==> src/rtl/rf_pkg.sv <==
// Shared constants, address type and counter-width helper for the
// register file and its busy scoreboard.
package rf_pkg;

  localparam int DEF_DATA_W   = 16;
  localparam int DEF_NUM_REGS = 8;
  localparam int DEF_ADDR_W   = $clog2(DEF_NUM_REGS);

  typedef logic [DEF_ADDR_W-1:0] reg_addr_t;

  // Wide enough to hold every value from 0 to num_regs inclusive.
  function automatic int busy_cnt_w(input int num_regs);
    return $clog2(num_regs + 1);
  endfunction

endpackage

==> src/rtl/rf_scoreboard.sv <==
// Per-register busy bits for multi-cycle producers.
// Also produces a registered count of how many registers are busy.
module rf_scoreboard
  import rf_pkg::*;
#(
  parameter int NUM_REGS = DEF_NUM_REGS,
  parameter int ADDR_W   = $clog2(NUM_REGS),
  parameter int ZERO_REG = 1,
  parameter int CNT_W    = busy_cnt_w(NUM_REGS)
) (
  input  logic                clk,
  input  logic                rst_n,
  input  logic                wr_en,
  input  logic [ADDR_W-1:0]   wr_addr,
  input  logic                claim_en,
  input  logic [ADDR_W-1:0]   claim_addr,
  input  logic                flush,
  output logic [NUM_REGS-1:0] busy,
  output logic [CNT_W-1:0]    busy_cnt
);

  logic [NUM_REGS-1:0] busy_d, busy_q;
  logic [CNT_W-1:0]    cnt_d, cnt_q;

  // Per-bit priority: flush clears all, then a claim sets, then a write clears.
  always_comb begin
    busy_d = busy_q;
    cnt_d  = {CNT_W{1'b0}};
    for (int i = 0; i < NUM_REGS; i++) begin
      busy_d[i] = !flush &&
                  ((claim_en && (claim_addr == ADDR_W'(i))) ||
                   (busy_q[i] && !(wr_en && (wr_addr == ADDR_W'(i)))));
    end
    busy_d[0] = busy_d[0] & (ZERO_REG == 0);
    for (int i = 0; i < NUM_REGS; i++) begin
      cnt_d = cnt_d + CNT_W'(busy_d[i]);
    end
  end

  // Busy vector and its popcount advance together on each edge.
  always_ff @(posedge clk or negedge rst_n) begin
    if (!rst_n) begin
      busy_q <= {NUM_REGS{1'b0}};
      cnt_q  <= {CNT_W{1'b0}};
    end else begin
      busy_q <= busy_d;
      cnt_q  <= cnt_d;
    end
  end

  assign busy     = busy_q;
  assign busy_cnt = cnt_q;

endmodule

==> src/rtl/reg_file_sb.sv <==
// Parametrised register file: two combinational read ports, one write port,
// optional write-to-read bypass and a busy scoreboard for RAW detection.
module reg_file_sb
  import rf_pkg::*;
#(
  parameter int DATA_W   = DEF_DATA_W,
  parameter int NUM_REGS = DEF_NUM_REGS,
  parameter int ADDR_W   = $clog2(NUM_REGS),
  parameter int ZERO_REG = 1,
  parameter int BYPASS   = 1
) (
  input  logic                              clk,
  input  logic                              rst_n,
  input  logic [ADDR_W-1:0]                 rd_addr_1,
  output logic [DATA_W-1:0]                 rd_data_1,
  output logic                              rd_busy_1,
  input  logic [ADDR_W-1:0]                 rd_addr_2,
  output logic [DATA_W-1:0]                 rd_data_2,
  output logic                              rd_busy_2,
  input  logic                              wr_en,
  input  logic [ADDR_W-1:0]                 wr_addr,
  input  logic [DATA_W-1:0]                 wr_data,
  input  logic                              claim_en,
  input  logic [ADDR_W-1:0]                 claim_addr,
  input  logic                              flush,
  output logic [busy_cnt_w(NUM_REGS)-1:0]   busy_cnt
);

  localparam int CNT_W = busy_cnt_w(NUM_REGS);

  logic [DATA_W-1:0]   regs_d [NUM_REGS];
  logic [DATA_W-1:0]   regs_q [NUM_REGS];
  logic [NUM_REGS-1:0] busy_s;
  logic                wr_ok_s;

  assign wr_ok_s = wr_en && !((ZERO_REG != 0) && (wr_addr == {ADDR_W{1'b0}}));

  rf_scoreboard #(
    .NUM_REGS (NUM_REGS),
    .ADDR_W   (ADDR_W),
    .ZERO_REG (ZERO_REG),
    .CNT_W    (CNT_W)
  ) u_scoreboard (
    .clk        (clk),
    .rst_n      (rst_n),
    .wr_en      (wr_en),
    .wr_addr    (wr_addr),
    .claim_en   (claim_en),
    .claim_addr (claim_addr),
    .flush      (flush),
    .busy       (busy_s),
    .busy_cnt   (busy_cnt)
  );

  // Next-state data array; flush does not block writes.
  always_comb begin
    regs_d = regs_q;
    if (wr_ok_s) begin
      regs_d[wr_addr] = wr_data;
    end else begin
      regs_d[wr_addr] = regs_q[wr_addr];
    end
  end

  // Data array storage.
  always_ff @(posedge clk or negedge rst_n) begin
    if (!rst_n) begin
      for (int i = 0; i < NUM_REGS; i++) begin
        regs_q[i] <= {DATA_W{1'b0}};
      end
    end else begin
      regs_q <= regs_d;
    end
  end

  // Read port 1: forwarded write data reports not-busy even if reclaimed.
  always_comb begin
    rd_data_1 = regs_q[rd_addr_1];
    rd_busy_1 = busy_s[rd_addr_1];
    if ((ZERO_REG != 0) && (rd_addr_1 == {ADDR_W{1'b0}})) begin
      rd_data_1 = {DATA_W{1'b0}};
      rd_busy_1 = 1'b0;
    end else if ((BYPASS != 0) && wr_ok_s && (wr_addr == rd_addr_1)) begin
      rd_data_1 = wr_data;
      rd_busy_1 = 1'b0;
    end else begin
      rd_data_1 = regs_q[rd_addr_1];
      rd_busy_1 = busy_s[rd_addr_1];
    end
  end

  // Read port 2: same selection as port 1.
  always_comb begin
    rd_data_2 = regs_q[rd_addr_2];
    rd_busy_2 = busy_s[rd_addr_2];
    if ((ZERO_REG != 0) && (rd_addr_2 == {ADDR_W{1'b0}})) begin
      rd_data_2 = {DATA_W{1'b0}};
      rd_busy_2 = 1'b0;
    end else if ((BYPASS != 0) && wr_ok_s && (wr_addr == rd_addr_2)) begin
      rd_data_2 = wr_data;
      rd_busy_2 = 1'b0;
    end else begin
      rd_data_2 = regs_q[rd_addr_2];
      rd_busy_2 = busy_s[rd_addr_2];
    end
  end

endmodule

==> config.mk <==
export PLATFORM = sky130hd
export DESIGN_NAME = reg_file_sb
export DESIGN_NICKNAME = d
export VERILOG_FILES = /design/src/rtl/rf_pkg.sv /design/src/rtl/rf_scoreboard.sv /design/src/rtl/reg_file_sb.sv
export SDC_FILE = /design/constraint.sdc
export NUM_CORES = 1
export LEC_CHECK = 0
export CORE_MARGIN = 2
export CORE_UTILIZATION = 64
export CTS_CLUSTER_SIZE = 30
export DETAILED_ROUTE_END_ITERATION = 10
export PLACE_DENSITY = 0.9
export SYNTH_ARGS = -nofsm -noshare
export SYNTH_HDL_FRONTEND = slang
export SYNTH_SLANG_ARGS = --single-unit
==> constraint.sdc <==
create_clock -name clk -period 6.9 [get_ports clk]
set_input_delay 2.07 -clock clk [delete_from_list [all_inputs] [get_ports clk]]
set_output_delay 2.07 -clock clk [all_outputs]
set_load 0.03 [all_outputs]
# Yosys cells after proc, flatten, opt, wreduce, memory -nomap -nowiden
# Cells that the tools add are included.
word_totals:
  reg_bits: 139
  out_inout_bits: 38
  elab_cells: 118
classes:
  n_addsub: 6
  n_lt_le_gt_ge: 6
  n_eq_ne: 16
  mux: 26
  n_bitwise: 3
  n_reduce_logical: 51
ops:
  columns: ["operator", "n"]
  rows:
  - ["bitwise mux 128 bit", 2]
  - ["2-to-1 mux 16 bit", 11]
  - ["binary-select mux 16 bit (select 3 bit)", 3]
  - ["2-to-1 mux 128 bit", 1]
  - ["demux 16 bit (select 3 bit)", 1]
  - ["logical AND 1 bit", 32]
  - ["equality test 3 bit, second input constant", 8]
  - ["adder 4 x 1 -> 4 bit", 5]
  - ["equality test 3 x 2 -> 1 bit, second input constant", 4]
  - ["greater-or-equal comparator 4 bit, second input constant", 3]
  - ["inverter 3 -> 4 bit", 3]
  - ["zero test 1 bit", 9]
  - ["zero test 3 bit", 3]
  - ["less-than comparator 3 x 4 -> 1 bit, second input constant", 2]
  - ["logical OR 1 bit", 7]
  - ["binary-select mux 1 bit (select 3 bit)", 2]
  - ["equality test 3 x 1 -> 1 bit, second input constant", 2]
  - ["equality test 3 bit", 2]
  - ["2-to-1 mux 1 bit", 6]
  - ["less-than comparator 4 x 1 -> 1 bit, second input constant", 1]
  - ["adder 1 x 1 -> 2 bit", 1]

# Longest topological paths before layout
# Gate-level depths: netlist of run 1.
depth:
  depth_word: 12
  ltp_mapped: 12

# By module
# Synthesis of run 1 repeated with hierarchy kept, for this count alone.
unflattened:
  cells_unflattened: 908
  hier_area_um2: 9530.4
modules_own_cells:
  columns: ["mod", "n_inst", "cells_per_inst", "area_each_um2", "seq_area_each_um2"]
  rows:
  - ["reg_file_sb", 1, 843, 8794.7, 3203.1]
  - ["rf_scoreboard", 1, 65, 735.7, 275.3]

# Worst setup path after synthesis of run 1
# OpenSTA, ideal clock, no wires.
synth_timing:
  kind: "input -> output"
  start: "input wr_addr[1]"
  end: "output rd_data_1[10]"
  t_arrival_ns: 3.650
  required_time_ns: 4.830
  slack_ns: 1.180
  path_stages: 7
  n_path_buf: 3
  cell_sequence: "buf_6 buf_4 o31a_1 nand4_1 clkbuf_1 o21bai_1 a21oi_1"
synth_between:
  elab_chain_len: 6
  elab_cells_between_ends: 7
  cone_classes: "1 x eq/ne; 2 x mux; 4 x reduce/logical"
synth_lines:
  columns: ["element", "line_no", "text"]
  rows:
  - ["start, declared", "reg_file_sb.sv:21", "input logic [ADDR_W-1:0] wr_addr,"]
  - ["zero test 3 bit", null, null]
  - ["zero test 1 bit", "reg_file_sb.sv:36", "assign wr_ok_s = wr_en && !((ZERO_REG != 0) && (wr_addr == {ADDR_W{1'b0}}));"]
  - ["logical AND 1 bit", "reg_file_sb.sv:36", null]
  - ["logical AND 1 bit (*)", "reg_file_sb.sv:83", "end else if ((BYPASS != 0) && wr_ok_s && (wr_addr == rd_addr_1)) begin"]
  - ["2-to-1 mux 16 bit (*)", "reg_file_sb.sv:83", null]
  - ["2-to-1 mux 16 bit (*)", "reg_file_sb.sv:80", "if ((ZERO_REG != 0) && (rd_addr_1 == {ADDR_W{1'b0}})) begin"]
  - ["end, declared", "reg_file_sb.sv:15", "output logic [DATA_W-1:0] rd_data_1,"]
# Every way passes the cells marked *; elsewhere a longest branch is shown, timed or not.

# Worst setup path in the final report of run 1
layout_timing:
  start: "input rd_addr_2[2]"
  end: "output rd_data_2[10]"
layout_between:
  elab_chain_len: 6
  elab_cells_between_ends: 9
  cone_classes: "1 x eq/ne; 5 x mux; 1 x bitwise; 2 x reduce/logical"
layout_lines:
  columns: ["element", "line_no", "text"]
  rows:
  - ["start, declared", "reg_file_sb.sv:17", "input logic [ADDR_W-1:0] rd_addr_2,"]
  - ["inverter 3 -> 4 bit (not written as such)", "reg_file_sb.sv:103", "rd_data_2 = regs_q[rd_addr_2];"]
  - ["binary-select mux 16 bit (select 3 bit)", "reg_file_sb.sv:103", null]
  - ["2-to-1 mux 16 bit (not written as such) (2 in a row)", "reg_file_sb.sv:103", null]
  - ["2-to-1 mux 16 bit", "reg_file_sb.sv:99", "end else if ((BYPASS != 0) && wr_ok_s && (wr_addr == rd_addr_2)) begin"]
  - ["2-to-1 mux 16 bit (*)", "reg_file_sb.sv:96", "if ((ZERO_REG != 0) && (rd_addr_2 == {ADDR_W{1'b0}})) begin"]
  - ["end, declared", "reg_file_sb.sv:18", "output logic [DATA_W-1:0] rd_data_2,"]
# Every way passes the cells marked *; elsewhere a longest branch is shown, timed or not. The select of a mux whose other input is x is not followed.

==> metrics, run 1 <==
outcome finished clean; total gr overflow 0; Max Fclk 149.3 MHz; Vias 7154; core area 0.01383 mm^2; largest net degree at the start of global routing 58; worst clock skew 6.820 ps; H-tree levels 4; area occupied by multi-input gates 0.005054 mm^2; sequential element share of the synthesized area 38.39%; I/O Buffers 69; Worst Hold Launch regs_q[114]; CTS tree built; post-CTS resize count 0; CP cell instances clkdlybuf4s50_1 -> nor3_2 -> o21bai_1 -> a21oi_1 -> clkdlybuf4s50_1; R2R depth 8; Reg2Reg Setup Slack 4070 ps; vias in the first global route 7458; postcts setup bufs 0; Clock transition at path regs 60 ps; Routed Antenna Nets 0; cts-stage hold buffer count 0; Crit. End Element output port; number of buffers created by CTS 17; setup slack after layout 200.2 ps; Worst Path Max Fanout 16; worst r2r dst u_scoreboard.busy_cnt[1]; first-pass GRT wire length 39950 um; final instance area 0.01029 mm^2; mean post-synth cell area 11.85 um^2; Max Slew Vio Count 0; Crit path max-delay family buffers and inverters; Net Count, Synth 796; Overall Power 2948 uW; RSZ-0062 raised after global routing no; CP Class in -> out; Min-Delay Path Class reg -> reg; DRC viols 0; Final setup viols 0; Worst Tran Pin Value 1393 ps; 1st-iter DRT viols 1127; # diodes 0; Clock Latency Late Sink 430 ps; setup total negative slack 0 ps; full die area 0.01502 mm^2; fraction of layout cells with a size suffix above 1 23.27%; GPL Wtd Cong 0.8823; clk root buf clkbuf_16; slowest stage cell, crit path nor3_2; fin nets 833; WP depth 5; final hold viol count 0; num ports 71; gr usage total 36.34%; post-place instance area 0.009679 mm^2; register area 0.003453 mm^2; minimum clock period 6700 ps; Initial Util 65.05%; Setup crit start rd_addr_2[2]; most common cell after layout, fill and taps aside dfrtp_1; Max VDD drop 0.2000 mV; most frequent CP cell clkdlybuf4s50_1; synth unique cells 36; per-cell routed wire length 25.81 um; Setup crit end rd_data_2[10]; routed wire length 25500 um; fin crit share 97.10%; detailed-placement wirelength estimate 15700 um; max-cap viol count 0; Core Rows 43; cell area power density 286.4 mW/mm^2; worst path arrival time 4630 ps; Synthesis Warnings 0; Pre-antenna DRT Iters 5; area delta synth->final 14.44%; dpl ws 271.6 ps; Slew Limit Headroom 6.639%; Worst Path Buf+Inv 2; Sink Count 138; CP required 4830 ps; die width 122.6 um; Synth Cell Area 0.008995 mm^2; initial antenna violation count 0; # fillers 845; CTS max path bufs 2; Synth Instances 759; Critical Path Source Type primary input; via density per instance 7.241; synthesized flop and latch total 138; Lkg Pwr 0.004441 uW; worst r2r src u_scoreboard.busy[2]; Worst path max stage delay 1090 ps; commonest cells after routing, fill and taps aside dfrtp_1 (138), nand2_1 (120), o21ai_0 (113); Chip Height 122.6 um
[flip-flops by register name, indices dropped and copies added, names as in the netlist]
| name | count |
|---|---|
| regs_q | 128 |
| u_scoreboard.busy | 7 |
| u_scoreboard.busy_cnt | 3 |
[where the power goes]
part           total, uW  internal [uW]  switching [uW]
Sequential          1120            957             167
Clock                957            612             344
Combinational        867            426             441
Total               2950           2000             952
[routing by layer]
layer  vias to the layer above  part of all wire, %  GRT usage (%)
li1                       2921                    -              -
met1                      3597                   36          45.13
met2                       544                   51          58.99
met3                        92                   10          9.154
met4                         0                  3.5          19.68
met5                         -                    0              0
[synthesized netlist by cell type, drive strengths merged]
master       number  area share, %
or3b              1          0.097
nor3              2           0.11
mux2i            66            8.5
nand4             3           0.21
dlygate4sd1      10           0.97
o31ai             1           0.24
a21oi            36            2.0
inv               9           0.38
conb              1          0.042
xnor2             6           0.58
nor2              3           0.13
dfrtp           138             38
nand3b            3           0.25
o31a              1          0.097
clkbuf           40            1.7
a21o              3           0.25
mux4             98             25
o21ai           121            6.7
o311a             1           0.11
and2              1          0.070
buf              33            2.5
o21bai           32            2.7
nor2b             3           0.21
fa                4           0.89
nand2           120            5.0
nand3             5           0.28
mux2             18            2.3
[worst reg2reg max path, stage by stage (launching register included)]
cell and delay (ps):
dfrtp_1 380, o21ai_0 120, a21oi_1 330, fa_1 460, inv_1 80, fa_1 440
fa_1 400, inv_1 90, fa_1 400
[final cells by class]
class                   instances  share of cell area, %
multi-input cells             529                  49.09
flip-flops and latches        138                  33.55
clock buffers                  24                  4.874
clock inverters                 7                  1.094
well taps                     180                  2.188
repair buffers                101                  8.873
inverters                       9                 0.3282
[cells by family (layout without fill, tap and decap cells)]
family | Yosys count | after routing | synth area share, %
AO/OA/AOI/OAI | 195 | 195 | 12.10
XOR/XNOR | 6 | 6 | 0.5842
adder cells (fa/ha/maj) | 4 | 4 | 0.8903
buffers and inverters | 92 | 141 | 5.536
flip-flops | 138 | 138 | 38.39
multiplexers | 182 | 182 | 36.10
other | 1 | 1 | 0.04169
AND/OR/NAND/NOR | 141 | 141 | 6.357
[per-stage QoR]
step,std cells,hold WS [ps],util (%)
2_1_floorplan,759,455.2,-
3_3_place_gp,957,401.4,70.00
3_5_place_dp,957,405.3,70.00
4_1_cts,988,420.1,74.45
5_1_grt,988,437.1,74.45
6_report,988,423.4,74.45
[how the worst min path moves through the flow]
stage | endpoint | slack, ps | cells past startpoint
finish | regs_q[114] | 420 | 0
global route | regs_q[127] | 440 | 0
CTS | regs_q[114] | 420 | 0
detailed placement | regs_q[123] | 410 | 0
global placement | regs_q[121] | 400 | 0
floorplan | regs_q[112] | 460 | 1
(Power assumes the default switching activity.)
==> inputs of run 2 (changes only) <==
--- a/config.mk
+++ b/config.mk
@@ -5,11 +5,13 @@
 export SDC_FILE = /design/constraint.sdc
 export NUM_CORES = 1
 export LEC_CHECK = 0
+export CORE_ASPECT_RATIO = 2
 export CORE_MARGIN = 2
 export CORE_UTILIZATION = 64
 export CTS_CLUSTER_SIZE = 30
 export DETAILED_ROUTE_END_ITERATION = 10
 export PLACE_DENSITY = 0.9
+export SLEW_MARGIN = 25
 export SYNTH_ARGS = -nofsm -noshare
 export SYNTH_HDL_FRONTEND = slang
 export SYNTH_SLANG_ARGS = --single-unit
==> constraint.sdc (replaced) <==
create_clock -name clk -period 6.9 [get_ports clk]
set_input_delay 1.38 -clock clk [delete_from_list [all_inputs] [get_ports clk]]
set_output_delay 1.38 -clock clk [all_outputs]
set_load 0.03 [all_outputs]
==> run 2 against run 1 <==
Against the previous run:
- first-iteration DRC count down 20%
- worst hold slack better by 4.6 ps
- total power down 3.9%
- clock-buffer cell count unchanged
- flip-flop and latch count unchanged
- final area down 1.3%
- sequential share of layout area up 0.43 points
- core utilization down 0.87 points
- clock power down 12%
- die area up 0.39%
- wire length up 0.35%
==> metrics, run 2 (same netlist as run 1, synthesis figures left out) <==
most common cell after layout, fill and taps aside dfrtp_1; post-CTS resize count 0 (unchanged); fin crit share 80.15% (-17 points); Chip Height 171.7 um (+40%); GR Util met1 41.77% (-3.4 points); DRC viols 0 (unchanged); via density per instance 7.341 (+1.4%); Most flops, register regs_q; I/O Buffers 69 (unchanged); num ports 71 (unchanged); max-cap viol count 0 (unchanged); Core Rows 61 (+42%); Hold Path Depth 0 (unchanged); clk root buf clkbuf_16; gr usage total 36.31% (about the same); postcts setup bufs 0 (unchanged); Clock Latency Late Sink 430 ps (about the same); detailed-placement wirelength estimate 15770 um (+0.40%); routed wire length 25590 um (+0.35%); Crit. End Element output port; Lkg Pwr 0.004335 uW (-2.4%); Combinational Power Share 30.8% (+1.4 points); GRT met3 Usage 8.445% (-0.71 points); Max Fclk 180.8 MHz (+21%); vias in the first global route 7717 (+3.5%); worst r2r src u_scoreboard.busy[2]; Pre-antenna DRT Iters 6 (+1); area occupied by multi-input gates 0.005054 mm^2 (unchanged); Critical Path Source Type primary input; Routed Antenna Nets 0 (unchanged); R2R depth 8 (unchanged); worst clock skew 9.110 ps (+2.290 ps); outcome finished clean; Max Slew Vio Count 0 (unchanged); Max VDD drop 0.2042 mV (+2.1%); minimum clock period 5530 ps (-1169 ps); register area 0.003453 mm^2 (unchanged); 1st-iter DRT viols 899 (-20%); # fillers 855 (+1.2%); setup total negative slack 0 ps (unchanged); GPL Wtd Cong 0.8627 (-2.2%); post-layout util 73.58% (-0.87 points); CP Class in -> out; Worst Path Max Fanout 27 (+11); cell internal pwr 1876 uW (-6.0%); die width 87.83 um (-28%); per-cell routed wire length 25.87 um (+0.25%); full die area 0.01508 mm^2 (+0.39%); Initial Util 65.11% (about the same); Worst Tran Pin Value 909.0 ps (-483.9 ps); Worst Hold Launch regs_q[122]; largest net degree at the start of global routing 81 (+40%); hold slack 427.9 ps (+4.577 ps); worst path arrival time 4150 ps (-480 ps); total gr overflow 0 (unchanged); fin nets 825 (-0.96%); first-pass GRT wire length 40250 um (+0.74%); Reg2Reg Setup Slack 4160 ps (+90 ps); cts-stage hold buffer count 0 (unchanged); Clock transition at path regs 60 ps (about the same); core area 0.01381 mm^2 (about the same); worst r2r dst u_scoreboard.busy_cnt[1]; grt met2 use 58.40% (-0.59 points); initial antenna violation count 0 (unchanged); Final setup viols 0 (unchanged); number of buffers created by CTS 17 (unchanged); Worst Hold Endpoint regs_q[122]; fraction of layout cells with a size suffix above 1 21.28% (-2.0 points); commonest cells after routing, fill and taps aside dfrtp_1 (138), nand2_1 (120), o21ai_0 (113); Slew Limit Headroom 39.40% (+33 points); clock network fraction of total power 29.6% (-2.9 points); cell area power density 278.8 mW/mm^2 (-2.7%); Sw Share 33.78% (+1.5 points); H-tree levels 4 (unchanged); sw power 957.2 uW (+0.56%); Vias 7260 (+1.5%); RSZ-0062 raised after global routing no; busiest layer in global routing met2; CTS tree built; area delta synth->final 13.01%; final hold viol count 0 (unchanged); CP required 5520 ps (+690 ps); max reg flops 128 (unchanged); Sink Count 138 (unchanged); CTS max path bufs 2 (unchanged); Min-Delay Path Class reg -> reg; Flop pwr share 39.7% (+1.6 points)
## run 2: cell count changes in the layout (fill, tap and decap cells not counted)
cell             before  now
diode_2               0    1
bufinv_16             3    0
clkbuf_8              5    4
buf_4                39   24
buf_12                2    0
clkbuf_1              2    3
clkinv_4              0    1
clkinvlp_4            1    3
clkdlybuf4s50_1      56   64
clkinv_2              3    2
buf_6                 0    1
## run 2: layout make-up
class / count / share of cell area, %
diodes: 1 / 0.02462
clock buffers: 24 / 4.838
well taps: 189 / 2.326
repair buffers: 93 / 8.383
inverters: 9 / 0.3324
flip-flops and latches: 138 / 33.97
clock inverters: 6 / 0.4062
multi-input cells: 529 / 49.72
## run 2: how the worst max path moves through the flow
stage / startpoint / end / slack (ps) / depth (start not counted)
floorplan: wr_addr[1] / rd_data_1[10] / 2560 / 7
global placement: wr_addr[1] / u_scoreboard.busy_cnt[1] / 1430 / 11
detailed placement: wr_addr[1] / u_scoreboard.busy_cnt[1] / 1390 / 11
CTS: wr_addr[1] / rd_data_2[12] / 1420 / 8
global route: rd_addr_2[1] / rd_data_2[5] / 1280 / 6
finish: wr_addr[1] / rd_data_2[13] / 1370 / 8
## run 2: routing by layer
metal,vias up,routed length [um]
li1,2893,-
met1,3534,8277
met2,635,13110
met3,198,2396
met4,0,1805
met5,-,0
## run 2: power groups by stage
stage / clock network, uW / logic [uW] / registers [uW]
2_1_floorplan: 0 / 609 / 1060
5_1_grt: 870 / 930 / 1140
3_3_place_gp: 0 / 811 / 1090
4_1_cts: 835 / 866 / 1110
3_5_place_dp: 0 / 852 / 1120
6_report: 838 / 871 / 1120
## run 2: critical path: stages
cell and delay (ps):
clkdlybuf4s50_1 450, buf_4 410, xnor2_1 140, nand4_1 310
buf_4 370, o21bai_1 130, a21oi_1 220, clkdlybuf4s50_1 720
## run 2: through the flow
stage | area [um^2] | std cells | setup WS, ps | total power (uW)
3_5_place_dp | 9625 | 958 | 1393 | 1971
5_1_grt | 10160 | 988 | 1278 | 2936
6_report | 10160 | 989 | 1370 | 2834
4_1_cts | 10160 | 988 | 1424 | 2813
2_1_floorplan | 8995 | 759 | 2560 | 1673
3_3_place_gp | 9625 | 958 | 1434 | 1904
==> inputs of run 3 (changes only) <==
--- a/config.mk
+++ b/config.mk
@@ -7,10 +7,10 @@
 export LEC_CHECK = 0
 export CORE_ASPECT_RATIO = 2
 export CORE_MARGIN = 2
-export CORE_UTILIZATION = 64
+export CORE_UTILIZATION = 60
 export CTS_CLUSTER_SIZE = 30
 export DETAILED_ROUTE_END_ITERATION = 10
-export PLACE_DENSITY = 0.9
+export PLACE_DENSITY = 0.86
 export SLEW_MARGIN = 25
 export SYNTH_ARGS = -nofsm -noshare
 export SYNTH_HDL_FRONTEND = slang
==> constraint.sdc (replaced) <==
create_clock -name clk -period 5.3 [get_ports clk]
set_input_delay 1.06 -clock clk [delete_from_list [all_inputs] [get_ports clk]]
set_output_delay 1.06 -clock clk [all_outputs]
set_load 0.03 [all_outputs]
==> run 3 against run 2 <==
Against the previous run:
- flip-flop and latch count did not move
- via count is 1.4% lower
- worst hold slack got worse by 11 ps
- total power up 39%
- critical path type unchanged
- core utilization shrank 3.6 points
- critical endpoint is now rd_busy_1
- final cell count is 1.3% higher
==> metrics, run 3 (same netlist as run 1, synthesis figures left out) <==
outcome finished clean; CTS max path bufs 2 (unchanged); total gr overflow 0 (unchanged); initial antenna violation count 0 (unchanged); detailed-placement wirelength estimate 16210 um (+2.8%); GPL Wtd Cong 0.9077 (+5.2%); Chip Height 177.2 um (+3.2%); CP required 4240 ps (-1280 ps); clk root buf clkbuf_16; Most flops, register regs_q; cts-stage hold buffer count 0 (unchanged); fraction of layout cells with a size suffix above 1 26.64% (+5.4 points); Min-Delay Path Class reg -> reg; vias in the first global route 7655 (-0.80%); Critical Path Source Type primary input; die width 90.58 um (+3.1%); R2R depth 8 (unchanged); Initial Util 61.02% (-4.1 points); Crit. End Element output port; # diodes 0 (-1); I/O Buffers 69 (unchanged); post-layout util 69.99% (-3.6 points); fin crit share 83.68%; Routed Antenna Nets 0 (unchanged); max reg flops 128 (unchanged); DR top layer met4; Clock Latency Late Sink 430 ps (about the same); post-CTS resize count 0 (unchanged); number of buffers created by CTS 17 (unchanged); sw power 1250 uW (+31%); RSZ-0062 raised after global routing no; full die area 0.01605 mm^2 (+6.4%); num ports 71 (unchanged); gr usage total 33.14% (-3.2 points); worst path arrival time 3380 ps (-770 ps); Hold Path Depth 0 (unchanged); worst clock skew 4.868 ps (-4.242 ps); Sw Share 31.80% (-2.0 points); Worst Tran Pin Value 1142 ps (+232.5 ps); cell area power density 381.2 mW/mm^2 (+37%); Worst Path Max Fanout 26 (-3.7%); via density per instance 7.145 (-2.7%); CP Class in -> out; Pre-antenna DRT Iters 6 (unchanged); per-cell routed wire length 25.50 um (-1.5%); Final setup viols 0 (unchanged); Max VDD drop 0.2513 mV (+23%); minimum clock period 4435 ps; fin nets 832 (+0.85%); Overall Power 3932 uW (+39%); 1st-iter DRT viols 970 (+7.9%); final hold viol count 0 (unchanged); detailed-route wire length on metal 1 8209 um (-0.82%); largest net degree at the start of global routing 53 (-35%); Slew Limit Headroom 23.90% (-16 points); H-tree levels 4 (unchanged); routed wire length 25550 um (-0.17%); cell internal pwr 2682 uW (+43%); core area 0.01474 mm^2 (+6.7%); most common cell after layout, fill and taps aside dfrtp_1; area delta synth->final 14.69%; clock network fraction of total power 34.3% (+4.7 points); DRC viols 0 (unchanged); Clock transition at path regs 60 ps (about the same); met3 wire len 2259 um (-5.7%); Max Slew Vio Count 0 (unchanged); commonest cells after routing, fill and taps aside dfrtp_1 (138), nand2_1 (120), o21ai_0 (113); Sink Count 138 (unchanged); Max Fclk 225.5 MHz; Vias 7159 (-1.4%); postcts setup bufs 0 (unchanged); Flop pwr share 37.1% (-2.6 points); met2 WL post-DR 13200 um (+0.66%); Lkg Pwr 0.004500 uW (+3.8%); CTS tree built; setup total negative slack 0 ps (unchanged); max-cap viol count 0 (unchanged); Combinational Power Share 28.6% (-2.2 points); first-pass GRT wire length 40060 um (-0.46%); Core Rows 63 (+3.3%)
==> run 3: changes by cell type in the layout (fill, tap and decap cells not counted), sizes merged <==
cell	before	now
buf	29	70
clkdlybuf4s50	64	30
bufinv	0	5
clkbuf	24	21
clkinv	3	2
clkinvlp	3	2
diode	1	0
inv	9	10
==> run 3: area by class of cell <==
cell class / instances / area, um^2
Multi-Input combinational cell: 529 / 5054
Fill cell: 986 / 4424
Sequential cell: 138 / 3453
Timing Repair Buffer: 100 / 863.3
Clock buffer: 21 / 480.5
Tap cell: 195 / 244.0
Clock inverter: 10 / 187.7
Inverter: 9 / 33.78
==> run 3: stage by stage <==
stage | hold WS [ps] | setup WS (ps) | cell area (um^2) | instances
after floorplan | 455.2 | 1288 | 8995 | 759
after global placement | 391.6 | 919.4 | 9648 | 971
after detailed placement | 404.1 | 841.5 | 9648 | 971
after CTS | 417.1 | 878.0 | 10320 | 1002
after global routing | 437.7 | 830.3 | 10320 | 1002
final | 417.2 | 865.0 | 10320 | 1002
==> run 3: path summary, 6_finish.rpt <==
kind                                                 end  slack, ps                 start
worst max register to register  u_scoreboard.busy_cnt[1]       2440  u_scoreboard.busy[4]
worst min-delay path                         regs_q[126]        420           regs_q[126]
worst min register to register               regs_q[126]        420           regs_q[126]
worst max-delay path                           rd_busy_1        860            wr_addr[1]
min in group asynchronous           u_scoreboard.busy[1]        640                 rst_n
max in group asynchronous                     regs_q[46]       3560                 rst_n
==> run 3: worst max-delay path: stages <==
cell	delay (ps)
clkdlybuf4s50_1	480
buf_4	390
xnor2_1	140
nand4_1	140
buf_4	270
and2_1	180
clkdlybuf4s50_1	690
==> run 3: per-layer routing <==
metal | vias up | global-route usage, %
met1 | 3523 | 37.97
met2 | 564 | 55.63
li1 | 2907 | -
met3 | 165 | 5.366
met4 | 0 | 24.94
met5 | - | 0
==> run 3: power by group through the flow <==
stage / clock (uW) / combinational, uW / sequential, uW
after floorplan: 0 / 793 / 1380
after global placement: 0 / 1060 / 1420
after detailed placement: 0 / 1110 / 1460
after CTS: 1350 / 1130 / 1440
after global routing: 1400 / 1210 / 1470
final: 1350 / 1130 / 1460
